--- config.mk ---
export PLATFORM = sky130hd
export DESIGN_NAME = mul_div_unit
export DESIGN_NICKNAME = d
export VERILOG_FILES = /design/src/rtl/mdu_pkg.sv /design/src/rtl/mdu_sign_fix.sv /design/src/rtl/mul_div_unit.sv
export SDC_FILE = /design/constraint.sdc
export NUM_CORES = 1
export LEC_CHECK = 0
export BUFFER_PORTS_ARGS = -buffer_cell sky130_fd_sc_hd__buf_2
export CORE_MARGIN = 4
export CORE_UTILIZATION = 45
export CTS_BUF_LIST = sky130_fd_sc_hd__clkbuf_4 sky130_fd_sc_hd__clkbuf_8
export CTS_CLUSTER_DIAMETER = 40
export CTS_CLUSTER_SIZE = 24
export DETAILED_ROUTE_END_ITERATION = 12
export PLACE_DENSITY_LB_ADDON = 0.12
export SLEW_MARGIN = 20
export SYNTH_ARGS = -nofsm -noshare
export SYNTH_HDL_FRONTEND = slang
export SYNTH_SLANG_ARGS = --single-unit
--- constraint.sdc ---
create_clock -name clk_i -period 6.7 [get_ports clk_i]
set_input_delay 1.34 -clock clk_i [delete_from_list [all_inputs] [get_ports clk_i]]
set_output_delay 1.34 -clock clk_i [all_outputs]
set_load 0.02 [all_outputs]
--- src/rtl/mdu_pkg.sv ---
// mdu_pkg: shared definitions for the multiply/divide unit.
//   - op_i encodings driven by the Decoder
//   - FSM state type
//   - ALUOp extension codes that route HI/LO into the write-back mux
package mdu_pkg;

  localparam int MDU_OP_W = 3;

  localparam logic [MDU_OP_W-1:0] MDU_MULT  = 3'd0;
  localparam logic [MDU_OP_W-1:0] MDU_MULTU = 3'd1;
  localparam logic [MDU_OP_W-1:0] MDU_DIV   = 3'd2;
  localparam logic [MDU_OP_W-1:0] MDU_DIVU  = 3'd3;
  localparam logic [MDU_OP_W-1:0] MDU_MTHI  = 3'd4;
  localparam logic [MDU_OP_W-1:0] MDU_MTLO  = 3'd5;

  typedef enum logic [1:0] {
    IDLE = 2'd0,
    CALC = 2'd1,
    FIX  = 2'd2
  } mdu_state_e;

  // Decoder ALUOp codes selecting HI or LO on the MemtoReg mux (MFHI/MFLO).
  localparam logic [3:0] ALUOP_MFHI = 4'd8;
  localparam logic [3:0] ALUOP_MFLO = 4'd9;

endpackage

--- src/rtl/mdu_sign_fix.sv ---
// mdu_sign_fix: turns magnitude results into final HI/LO values.
//   is_div_i    : 1 = mag_i is {remainder, quotient}, 0 = mag_i is a product
//   neg_lo_i    : negate product (mult) or quotient (div)
//   neg_hi_i    : negate remainder (div only; remainder follows dividend sign)
//   div_zero_i  : divisor was zero, LO forced to all ones
//   mag_i       : 2*WIDTH magnitude result from the iterative stage
//   hi_o, lo_o  : corrected HI/LO
module mdu_sign_fix #(
  parameter int WIDTH = 32
) (
  input  logic               is_div_i,
  input  logic               neg_lo_i,
  input  logic               neg_hi_i,
  input  logic               div_zero_i,
  input  logic [2*WIDTH-1:0] mag_i,
  output logic [WIDTH-1:0]   hi_o,
  output logic [WIDTH-1:0]   lo_o
);

  localparam logic [2*WIDTH-1:0] ONE_2W = 1;
  localparam logic [WIDTH-1:0]   ONE_W  = 1;

  logic [2*WIDTH-1:0] prod;
  logic [WIDTH-1:0]   quo;
  logic [WIDTH-1:0]   rem;

  always_comb begin
    prod = neg_lo_i ? (~mag_i + ONE_2W) : mag_i;
    quo  = neg_lo_i ? (~mag_i[WIDTH-1:0] + ONE_W) : mag_i[WIDTH-1:0];
    // With a zero divisor the remainder magnitude is |src1|; restoring its
    // sign reproduces src1 exactly, including the MIN case.
    rem  = neg_hi_i ? (~mag_i[2*WIDTH-1:WIDTH] + ONE_W) : mag_i[2*WIDTH-1:WIDTH];
    if (is_div_i) begin
      hi_o = rem;
      lo_o = div_zero_i ? '1 : quo;
    end else begin
      hi_o = prod[2*WIDTH-1:WIDTH];
      lo_o = prod[WIDTH-1:0];
    end
  end

endmodule

--- src/rtl/mul_div_unit.sv ---
// mul_div_unit: iterative multiply/divide unit with HI/LO registers.
//   clk_i    : clock
//   rst_i    : asynchronous active-low reset
//   start_i  : request, sampled in IDLE only
//   op_i     : MULT/MULTU/DIV/DIVU/MTHI/MTLO (6-7 ignored)
//   src1_i   : multiplicand / dividend / MTHI-MTLO data
//   src2_i   : multiplier / divisor
//   abort_i  : cancel in-flight operation (CALC or FIX)
//   busy_o   : state is not IDLE
//   done_o   : one-cycle pulse when HI/LO hold a new MULT/DIV result
//   hi_o     : HI register
//   lo_o     : LO register
//
// state | meaning
// ------+-----------------------------------------------------------
// IDLE  | waiting for start; MTHI/MTLO write HI/LO directly
// CALC  | WIDTH iterations of shift-add or restoring division
// FIX   | sign correction, HI/LO write, done pulse on exit
module mul_div_unit
  import mdu_pkg::*;
#(
  parameter int WIDTH = 32
) (
  input  logic                clk_i,
  input  logic                rst_i,
  input  logic                start_i,
  input  logic [MDU_OP_W-1:0] op_i,
  input  logic [WIDTH-1:0]    src1_i,
  input  logic [WIDTH-1:0]    src2_i,
  input  logic                abort_i,
  output logic                busy_o,
  output logic                done_o,
  output logic [WIDTH-1:0]    hi_o,
  output logic [WIDTH-1:0]    lo_o
);

  localparam int CNT_W = $clog2(WIDTH) + 1;
  localparam logic [WIDTH-1:0] ONE_W    = 1;
  localparam logic [CNT_W-1:0] CNT_ONE  = 1;
  localparam logic [CNT_W-1:0] CNT_LAST = CNT_W'(WIDTH - 1);

  mdu_state_e         state_q, state_d;
  logic [CNT_W-1:0]   cnt_q, cnt_d;
  logic [2*WIDTH-1:0] acc_q, acc_d;
  logic [WIDTH-1:0]   opb_q, opb_d;
  logic               is_div_q, is_div_d;
  logic               neg_lo_q, neg_lo_d;
  logic               neg_hi_q, neg_hi_d;
  logic               div0_q, div0_d;
  logic [WIDTH-1:0]   hi_q, hi_d;
  logic [WIDTH-1:0]   lo_q, lo_d;
  logic               done_q, done_d;

  logic               signed_op;
  logic               a_neg, b_neg;
  logic [WIDTH-1:0]   a_mag, b_mag;
  logic [WIDTH:0]     mul_sum;
  logic [WIDTH:0]     div_trial;
  logic [WIDTH:0]     div_diff;
  logic [WIDTH-1:0]   fix_hi, fix_lo;

  mdu_sign_fix #(.WIDTH(WIDTH)) u_sign_fix (
    .is_div_i   (is_div_q),
    .neg_lo_i   (neg_lo_q),
    .neg_hi_i   (neg_hi_q),
    .div_zero_i (div0_q),
    .mag_i      (acc_q),
    .hi_o       (fix_hi),
    .lo_o       (fix_lo)
  );

  always_comb begin
    signed_op = (op_i == MDU_MULT) || (op_i == MDU_DIV);
    a_neg     = signed_op && src1_i[WIDTH-1];
    b_neg     = signed_op && src2_i[WIDTH-1];
    a_mag     = a_neg ? (~src1_i + ONE_W) : src1_i;
    b_mag     = b_neg ? (~src2_i + ONE_W) : src2_i;

    // Multiply: acc = {partial, multiplier}; add multiplicand into the upper
    // half when the current multiplier bit is set, then shift right.
    mul_sum   = {1'b0, acc_q[2*WIDTH-1:WIDTH]} + (acc_q[0] ? {1'b0, opb_q} : '0);

    // Divide: acc = {remainder, dividend/quotient}; shift one dividend bit
    // into the remainder and try subtracting the divisor. Bit WIDTH of the
    // difference is the borrow.
    div_trial = {acc_q[2*WIDTH-1:WIDTH], acc_q[WIDTH-1]};
    div_diff  = div_trial - {1'b0, opb_q};
  end

  always_comb begin
    state_d  = state_q;
    cnt_d    = cnt_q;
    acc_d    = acc_q;
    opb_d    = opb_q;
    is_div_d = is_div_q;
    neg_lo_d = neg_lo_q;
    neg_hi_d = neg_hi_q;
    div0_d   = div0_q;
    hi_d     = hi_q;
    lo_d     = lo_q;
    done_d   = 1'b0;

    case (state_q)
      IDLE: begin
        if (start_i) begin
          case (op_i)
            MDU_MULT, MDU_MULTU, MDU_DIV, MDU_DIVU: begin
              state_d  = CALC;
              cnt_d    = '0;
              is_div_d = op_i[1];
              neg_lo_d = a_neg ^ b_neg;
              neg_hi_d = a_neg;
              div0_d   = (src2_i == '0);
              if (op_i[1]) begin
                acc_d = {{WIDTH{1'b0}}, a_mag};
                opb_d = b_mag;
              end else begin
                acc_d = {{WIDTH{1'b0}}, b_mag};
                opb_d = a_mag;
              end
            end
            MDU_MTHI: hi_d = src1_i;
            MDU_MTLO: lo_d = src1_i;
            default: ;
          endcase
        end
      end

      CALC: begin
        if (abort_i) begin
          state_d = IDLE;
        end else begin
          if (is_div_q) begin
            if (!div_diff[WIDTH]) begin
              acc_d = {div_diff[WIDTH-1:0], acc_q[WIDTH-2:0], 1'b1};
            end else begin
              acc_d = {div_trial[WIDTH-1:0], acc_q[WIDTH-2:0], 1'b0};
            end
          end else begin
            acc_d = {mul_sum, acc_q[WIDTH-1:1]};
          end
          cnt_d = cnt_q + CNT_ONE;
          if (cnt_q == CNT_LAST) begin
            state_d = FIX;
          end
        end
      end

      FIX: begin
        state_d = IDLE;
        if (!abort_i) begin
          hi_d   = fix_hi;
          lo_d   = fix_lo;
          done_d = 1'b1;
        end
      end

      default: state_d = IDLE;
    endcase
  end

  always_ff @(posedge clk_i or negedge rst_i) begin
    if (!rst_i) begin
      state_q  <= IDLE;
      cnt_q    <= '0;
      acc_q    <= '0;
      opb_q    <= '0;
      is_div_q <= 1'b0;
      neg_lo_q <= 1'b0;
      neg_hi_q <= 1'b0;
      div0_q   <= 1'b0;
      hi_q     <= '0;
      lo_q     <= '0;
      done_q   <= 1'b0;
    end else begin
      state_q  <= state_d;
      cnt_q    <= cnt_d;
      acc_q    <= acc_d;
      opb_q    <= opb_d;
      is_div_q <= is_div_d;
      neg_lo_q <= neg_lo_d;
      neg_hi_q <= neg_hi_d;
      div0_q   <= div0_d;
      hi_q     <= hi_d;
      lo_q     <= lo_d;
      done_q   <= done_d;
    end
  end

  assign busy_o = (state_q != IDLE);
  assign done_o = done_q;
  assign hi_o   = hi_q;
  assign lo_o   = lo_q;

endmodule

---- Word-level counts from Yosys, hierarchy flattened ----
Index checks and enable logic that the tools add are counted.
storage, ports and cells
  bits in registers ....................... 173
  input bits .............................. 71
operators by class
  add/sub/neg operators ................... 8
  equal/unequal tests ..................... 15
  muxes and demuxes ....................... 36
  bitwise logic cells ..................... 6
  reductions and logical operators ........ 15
operators by type and width
  operator               count
  $mux 32                16
  $mux 64                6
  $add 32x1->32 const B  4
  $not 32->32            4
  $pmux 32 s2            2
  $pmux 64 s2            1
  $add 64x1->64 const B  1
  $not 64->64            1
  $add 32x32->33         1
  $sub 33x32->33         1
  $logic_not 32->1       1
  $mux 6                 3
  $pmux 6 s2             1
  $reduce_and 4->1       3
  $mux 2                 4
  $add 6x1->6 const B    1
  $eq 3x2->1 const B     2
  $eq 3x3->1 const B     2
  $eq 6x5->1 const B     1
  $ne 2x1->1 const B     3
  $ne 2x2->1 const B     3
  $reduce_and 3->1       2
  $reduce_bool 2->1      3
  $pmux 2 s2             1
  11 further kinds       13

---- Logic depth before layout (Yosys ltp) ----
Gate-level depths: netlist (run 1).
  word-level depth ........................ 8
  mapped depth ............................ 14

---- Cells and area by module ----
A second synthesis (run 1) with hierarchy kept.
unflattened totals
  cells, all modules ...................... 2,005
  area total of the unflattened synthesis .. 15,457.3 µm²
modules (own cells, without submodules)
  module        times used  cells an instance  area an instance (µm²)  sequential area each (µm²)
  mul_div_unit  1           1,678              13,396.6                4,329.2
  mdu_sign_fix  1           327                2,060.7                 0.0

---- Least setup slack after synthesis (run 1) ----
No wires, ideal clock.
  path type ............................... input port to flip-flop
  from .................................... in src2_i[9]
  to ...................................... reg acc_q[27]
  setup time .............................. 0.126 ns
  data arrival time ....................... 3.705 ns
  required time ........................... 6.574 ns
  setup slack ............................. 2.870 ns
  stages on the path ...................... 9
  cells stage by stage .................... or4_1 -> or3_1 -> nor4_1 -> nand2_1 -> o41ai_1 -> xnor2_1 -> nand2_1 -> o21ai_0 -> a221o_1
between the ends
  cells in the longest elaborated chain, start to end .. 7
RTL lines
  element               RTL line             text
  start, declared       mul_div_unit.sv:29   input logic [WIDTH-1:0] src2_i,
  $not 32->32           mul_div_unit.sv:77   b_mag = b_neg ? (~src2_i + ONE_W) : src2_i;
  $add 32x1->32         mul_div_unit.sv:77
  $mux 32               mul_div_unit.sv:77
  $mux 32               mul_div_unit.sv:114  if (op_i[1]) begin
  $mux 64               mul_div_unit.sv:106  case (op_i)
  $mux 64               mul_div_unit.sv:105  if (start_i) begin
  $pmux 64 s2           mul_div_unit.sv:103  case (state_q)
  end signal, assigned  mul_div_unit.sv:166  acc_q <= '0;
  end signal, assigned  mul_div_unit.sv:178  acc_q <= acc_d;
  end, declared         mul_div_unit.sv:44   logic [2*WIDTH-1:0] acc_q, acc_d;
Every way passes these cells. The select of a mux whose other input is x is not followed.
A chain may end at the register's enable or synchronous reset.

---- Worst setup path after layout (run 1) ----
  from .................................... reg acc_q[0]
  to ...................................... reg acc_q[61]
between the ends
  cells in the longest elaborated chain, start to end .. 5
RTL lines
  element         RTL line             text
  $mux 32         mul_div_unit.sv:81   mul_sum = {1'b0, acc_q[2*WIDTH-1:WIDTH]} + (acc_q[0] ? {1'b0, opb_q} : '0);
  $add 32x32->33  mul_div_unit.sv:81
  $mux 64         mul_div_unit.sv:133  if (is_div_q) begin
  $mux 64         mul_div_unit.sv:130  if (abort_i) begin
  $pmux 64 s2     mul_div_unit.sv:103
Every way passes these cells. The select of a mux whose other input is x is not followed.

==> results.yml, run 1 <==
detailed_routing:
  first_iter_violations: 1541
  drt_first_pass_iters: 6
  detail-route-antenna-nets: 0
  via_count: 15340
  drc: 0
  routedWlPerCell_um: 23.07
  routed_wl_um: 56650
  viasPerCell: 6.250
clock_tree:
  cts_buffers: 17
  cts_sinks: 173
  postCtsHoldBufs: 0
  insertion_delay_ns: 0.53
  cts_resized: 0
  htreeDepth: 4
  cts-root-buf: "clkbuf_8"
  cts_setup_buffers: 0
  cts.clk_slew.worst_paths_ns: 0.11
  clk_path_buf_depth: 2
  tritoncts: "yes"
timing:
  fin_setup_tns_ns: 0
  slew_violations: 0
  rsz0062_at_grt: "no"
  slew_headroom: 0.2857
  hold_violations: 0
  setup_viol: 0
  fin_worst_skew_ns: 0.03246
  finalCritPeriodShare: 0.6753
  worst_pin_slew_ns: 1.071
  finalCriticalPeriod_ns: 4.524
  max_freq_ghz: 0.2210
critical_path:
  start_kind: "flip-flop"
  cpPeakStageDelay_ns: 0.89
  worstPathMaxFanout: 22
  cpMaxStageDelayCell: "o41ai_1"
  path_class: "reg -> reg"
  path_cells: "inv_1, nor2_1, ha_1, o211ai_1, a21oi_1, o21ai_0, a21boi_0, a21boi_0, o41ai_1, a221oi_1, mux2_2, a211oi_1"
  crit_path_end_kind: "flip-flop"
  cp_data_arrival_time_ns: 4.95
  critical_path_required_ns: 7.12
  crit_path_frequent_cell: "a21boi_0"
floorplan:
  rows: 66
  design.core.area_mm2: 0.03278
  dieHeight_um: 190.8
  dieArea_mm2: 0.03642
  die_w_um: 190.8
  io_pins: 137
  start_util: 0.4589
power:
  sw_frac_of_total: 0.5212
  seqPwrFrac: 0.285
  power_frac_clock: 0.125
  combPwrFrac: 0.590
  leakagePower_nw: 7.304
  p_per_area_mw_per_mm2: 410.5
  peakVddDrop_uv: 184.4
  internal_power_mw: 3.225
  p_sw_mw: 3.511
synthesis:
  ys_warn_count: 0
  async_flop_share: 1.000
  syn_avg_cell_area_um2: 7.699
  synth_cell_types: 69
  syn_nets: 2096
  synth_ff_type: "dfrtp_1"
  syn_inst: 1954
  synth-edff-count: 0
  synth_area_mm2: 0.01504
  yosysSeqAreaShare: 0.2878
  ys_ff_latch: 173
layout:
  final_cell_mix: "200 x nand2_1, 195 x nor2_1, 192 x a21oi_1"
  final_area_mm2: 0.01641
  final_cells: 2455
  nNetsFinal: 2141
  drive_gt1_frac: 0.1079
  area_growth_pct: 9.091
  final_common_cell: "nand2_1"
grt:
  track_usage: 0.3045
  antenna_found_initial: 0
  grt_pass1_vias: 14150
  grt.overflow.total: 0
  grt_max_degree: 80
  grt_pass1_wl_um: 85530
place:
  numPortBuffers: 136
  dp.cells: 2422
  hpwlAfterDp_um: 43550
  gp_congestion: 0.9258
  place_area_mm2: 0.01598
job:
  maxCapViolCount: 0
outcome:
  status: "finished clean"
min_path:
  hp-class: "reg -> reg"
-- through the flow --
| step | hold WS (ns) | setup slack (ns) | power (mW) | utilization |
|---|---|---|---|---|
| after CTS | 0.4842 | 2.249 | 6.667 | 0.5005 |
| after global routing | 0.4960 | 1.778 | 7.211 | 0.5005 |
| after floorplan | 0.4497 | 2.870 | 4.616 | - |
| final | 0.4789 | 2.176 | 6.736 | 0.5006 |
| after global placement | 0.4532 | 2.330 | 5.776 | 0.4875 |
| after detailed placement | 0.4618 | 2.267 | 5.818 | 0.4875 |
-- registers in the layout (all words and copies together) (netlist names), 2 cells and up --
register / count
opb_q: 32
state_q: 2
hi_o: 32
acc_q: 64
cnt_q: 6
lo_o: 32
-- layout make-up --
type | instances | area, um2
Antenna cell | 1 | 2.502
Clock buffer | 17 | 234.0
Clock inverter | 15 | 191.4
Fill cell | 3310 | 16370
Inverter | 66 | 247.7
Multi-Input combinational cell | 1581 | 9985
Sequential cell | 173 | 4330
Tap cell | 442 | 553.0
Timing Repair Buffer | 160 | 867.1
-- power groups by stage --
stage	Sequential [mW]	Combinational, mW	Clock [mW]
floorplan	1.76	2.85	0
global placement	1.91	3.87	0
detailed placement	1.92	3.90	0
CTS	1.89	3.92	0.853
global route	1.95	4.36	0.896
finish	1.92	3.97	0.844
-- logic make-up after synthesis --
kind of cell | share of synthesized area
fa+ha+maj | 0.06005
xor+xnor | 0.1013
simple gates | 0.1990
mux | 0.04167
flops | 0.2878
compound gates | 0.2595
buf+inv | 0.05065
-- cell usage after synthesis, types with 11 or more instances --
cell	number	area, um2
nand2_1	200	750.7
nor2_1	197	739.5
a21oi_1	192	960.9
dfrtp_1	173	4329
o21ai_0	171	855.8
clkbuf_1	122	457.9
xnor2_1	92	805.8
xor2_1	82	718.2
ha_1	69	863.3
inv_1	66	247.7
nor3_1	60	300.3
mux2i_1	57	570.6
a21o_1	35	262.8
nand3_1	35	175.2
o22ai_1	30	187.7
nand2b_1	25	156.4
and3_1	24	150.1
a211oi_1	22	165.2
a31oi_1	22	137.6
nand4_1	20	125.1
o221ai_1	18	157.7
or3_1	18	112.6
o211ai_1	16	120.1
o31ai_1	16	120.1
o41ai_1	14	122.6
or4_1	13	97.59
a221o_1	12	120.1
a22oi_1	11	82.58
nor4_1	11	68.82
-- path summary, 6_finish.rpt --
check / slack, ns / end / start / cells after the start
hold reg to reg: 0.48 / hi_o[5]$_DFFE_PN0P_ / hi_o[5]$_DFFE_PN0P_ / 1
setup / recovery: 2.18 / acc_q[61]$_DFFE_PN0P_ / acc_q[0]$_DFFE_PN0P_ / 12
hold / removal: 0.48 / hi_o[5]$_DFFE_PN0P_ / hi_o[5]$_DFFE_PN0P_ / 1
max in group asynchronous: 4.36 / lo_o[15]$_DFFE_PN0P_ / rst_i / 2
min in group asynchronous: 0.84 / acc_q[38]$_DFFE_PN0P_ / rst_i / 1
setup reg to reg: 2.18 / acc_q[61]$_DFFE_PN0P_ / acc_q[0]$_DFFE_PN0P_ / 12
-- routing by layer --
layer / GRT usage / part of all wire / vias to the layer above
met5: 0 / 0 / -
met3: 0.04321 / 0.084 / 90
met1: 0.4394 / 0.45 / 7390
met2: 0.4680 / 0.44 / 707
li1: - / - / 7156
met4: 0.1055 / 0.033 / 0
-- critical path: cells and delay by family (launching register included) --
family	cells	cell delay, ns
AO/OA/AOI/OAI	8	2.48
buffers and inverters	1	0.61
flip-flops	1	0.47
adder cells (fa/ha/maj)	1	0.38
multiplexers	1	0.35
AND/OR/NAND/NOR	1	0.16
No activity file was read; power rests on OpenSTA's default activity.
==> run 2, diff against run 1 <==
--- a/config.mk
+++ b/config.mk
@@ -5,6 +5,7 @@
 export SDC_FILE = /design/constraint.sdc
 export NUM_CORES = 1
 export LEC_CHECK = 0
+export ABC_AREA = 1
 export BUFFER_PORTS_ARGS = -buffer_cell sky130_fd_sc_hd__buf_2
 export CORE_MARGIN = 4
 export CORE_UTILIZATION = 45
==> constraint.sdc (replaced) <==
create_clock -name clk_i -period 4 [get_ports clk_i]
set_input_delay 0.8 -clock clk_i [delete_from_list [all_inputs] [get_ports clk_i]]
set_output_delay 0.8 -clock clk_i [all_outputs]
set_load 0.02 [all_outputs]
==> run 2 against run 1 <==
Area after synthesis increased by 19%. Count of clock-buffer cells in the layout increased by 1. Final area increased by 20%. Combinational power increased by 110%.
==> results.yml, run 2 <==
outcome:
  status: "finished clean"
critical_path:
  start_kind: "flip-flop"
  path_class: "reg -> reg"
  cp_data_arrival_time_ns: 3.56
  critical_path_required_ns: 4.45
  path_cells: "inv_1, ha_1, fa_1, inv_1, nand2_1, nand2_1, nand3_1, nand2_2, nand2_2, nand2_2, nand2_4, nand3_2, nand2_4, nor2_1, nand2_1, nand3_1, o21ai_1"
  cpMaxStageDelayCell: "dfrtp_1"
  crit_family: "simple AND/OR/NAND/NOR gates"
  path_buf_inv: 2
  cpPeakStageDelay_ns: 0.51
  critical_path_depth: 17
  crit_path_end_kind: "flip-flop"
  worstPathMaxFanout: 33
  reg2reg_depth: 17
detailed_routing:
  viasPerCell: 5.753
  drc: 0
  first_iter_violations: 2600
  routed_wl_um: 81070
  via_count: 21280
  detail-route-antenna-nets: 0
  routedWlPerCell_um: 21.92
  drt_first_pass_iters: 6
place:
  numPortBuffers: 136
  hpwlAfterDp_um: 66020
  gp_congestion: 1.035
timing:
  finalCritPeriodShare: 0.7790
  setup_viol: 0
  fin_worst_skew_ns: 0.02018
  finalCriticalPeriod_ns: 3.116
  slew_violations: 0
  rsz0062_at_grt: "no"
  hold_violations: 0
  fin_setup_tns_ns: 0
  slew_headroom: 0.2455
  max_freq_ghz: 0.3209
  worst_pin_slew_ns: 1.125
synthesis:
  synth_cell_types: 49
  ys_warn_count: 0
  synth-edff-count: 0
  yosysSeqAreaShare: 0.2413
  syn_nets: 3215
  ys_ff_latch: 173
  syn_avg_cell_area_um2: 5.837
  synth_area_leaders: "dfrtp_1 24%, nand2_1 18%, nand3_1 8.8%"
  synth_top_area_cell: "dfrtp_1"
  async_flop_share: 1.000
  synth_commonest_cells: "860 x nand2_1, 419 x inv_1, 403 x nor2_1"
  synth_area_mm2: 0.01794
  synth_most_common_cell: "nand2_1"
  synth_top_area_frac: 0.2413
  syn_inst: 3073
  synth_ff_type: "dfrtp_1"
layout:
  final_cell_mix: "860 x nand2_1, 418 x inv_1, 401 x nor2_1"
  diodes: 0
  final_common_cell: "nand2_1"
  nNetsFinal: 3309
  largest_reg_flops: 64
  largest-register: "acc_q"
  area_growth_pct: 9.444
  drive_gt1_frac: 0.08836
clock_tree:
  cts_sinks: 173
  cts.clk_slew.worst_paths_ns: 0.10
  cts_setup_buffers: 0
  clk_path_buf_depth: 2
  tritoncts: "yes"
  cts-root-buf: "clkbuf_8"
  htreeDepth: 4
  cts_buffers: 17
  insertion_delay_ns: 0.56
  cts_resized: 0
  postCtsHoldBufs: 0
floorplan:
  io_pins: 137
  die_w_um: 207.7
  rows: 72
  design.core.area_mm2: 0.03901
  dieArea_mm2: 0.04312
  dieHeight_um: 207.7
  start_util: 0.4599
grt:
  track_usage: 0.3632
  grt_busiest_layer: "met2"
  use_met1: 0.5012
  gr-usage-met3: 0.08191
  grt_max_degree: 90
  grt_pass1_vias: 19640
  antenna_found_initial: 1
  grt.overflow.total: 0
  grt_pass1_wl_um: 120800
  use_met2: 0.5466
power:
  totalPowerFinal_mw: 13.19
  leakagePower_nw: 10.15
  p_per_area_mw_per_mm2: 671.8
  peakVddDrop_uv: 412.3
min_path:
  hp-class: "in -> async"
job:
  maxCapViolCount: 0
## run 2: changes by cell type after synthesis, sizes merged, moves of 36 or more
| cell | previous run | this run |
|---|---|---|
| inv | 66 | 437 |
| nand2 | 200 | 873 |
| clkbuf | 122 | 55 |
| nor2 | 197 | 422 |
| xnor2 | 92 | 19 |
| nand3 | 35 | 320 |
| mux2i | 57 | 1 |
| xor2 | 82 | 42 |
| a21oi | 192 | 228 |
## run 2: through the flow
stage / instance area [um2] / instances / utilization / worst slack (ns) / hold WS [ns]
detailed placement: 19160 / 3666 / 0.4912 / 0.7329 / 0.4743
global placement: 19160 / 3666 / 0.4912 / 0.7242 / 0.4647
CTS: 19630 / 3698 / 0.5033 / 0.9597 / 0.2948
floorplan: 17940 / 3073 / - / 1.491 / 0.4520
finish: 19630 / 3698 / 0.5033 / 0.8839 / 0.2777
global route: 19630 / 3698 / 0.5033 / 0.7009 / 0.3161
## run 2: final timing paths
path / end / slack [ns] / startpoint
min: cnt_q[4]$_DFFE_PN0P_ / 0.28 / rst_i
min in group clk_i: lo_o[6]$_DFFE_PN0P_ / 0.50 / lo_o[6]$_DFFE_PN0P_
min reg2reg: lo_o[6]$_DFFE_PN0P_ / 0.50 / lo_o[6]$_DFFE_PN0P_
max in group asynchronous: lo_o[24]$_DFFE_PN0P_ / 2.90 / rst_i
max reg2reg: acc_q[40]$_DFFE_PN0P_ / 0.88 / acc_q[31]$_DFFE_PN0P_
max: acc_q[40]$_DFFE_PN0P_ / 0.88 / acc_q[31]$_DFFE_PN0P_
## run 2: cell families (layout without fill, tap and decap cells)
logic type,after synthesis,count (layout),share of synthesized area
and+or+nand+nor,1717,1717,0.4039
DFF,173,173,0.2413
xor gates and xnor gates,61,61,0.02978
buffers and inverters,540,647,0.1174
adders and majority gates,71,71,0.05036
AOI/OAI and AO/OA,510,510,0.1567
muxes,1,1,0.0005580
## run 2: routing by layer
layer  up-vias  wire, um
li1      10110         -
met1      9810     34280
met2      1168     34280
met3       189      8332
met4         2      4159
met5         -        13
## run 2: layout make-up
class	instances	area [um2]
Clock inverter	14	229.0
Timing Repair Buffer	177	1020
Inverter	438	1644
Multi-Input combinational cell	2360	11520
Tap cell	518	648.1
Sequential cell	173	4330
Clock buffer	18	241.5
Fill cell	4263	19370
## run 2: power breakdown
group	switching, mW	internal [mW]	total, mW
Clock	0.783	0.763	1.55
Combinational	5.81	2.66	8.47
Sequential	0.915	2.26	3.18
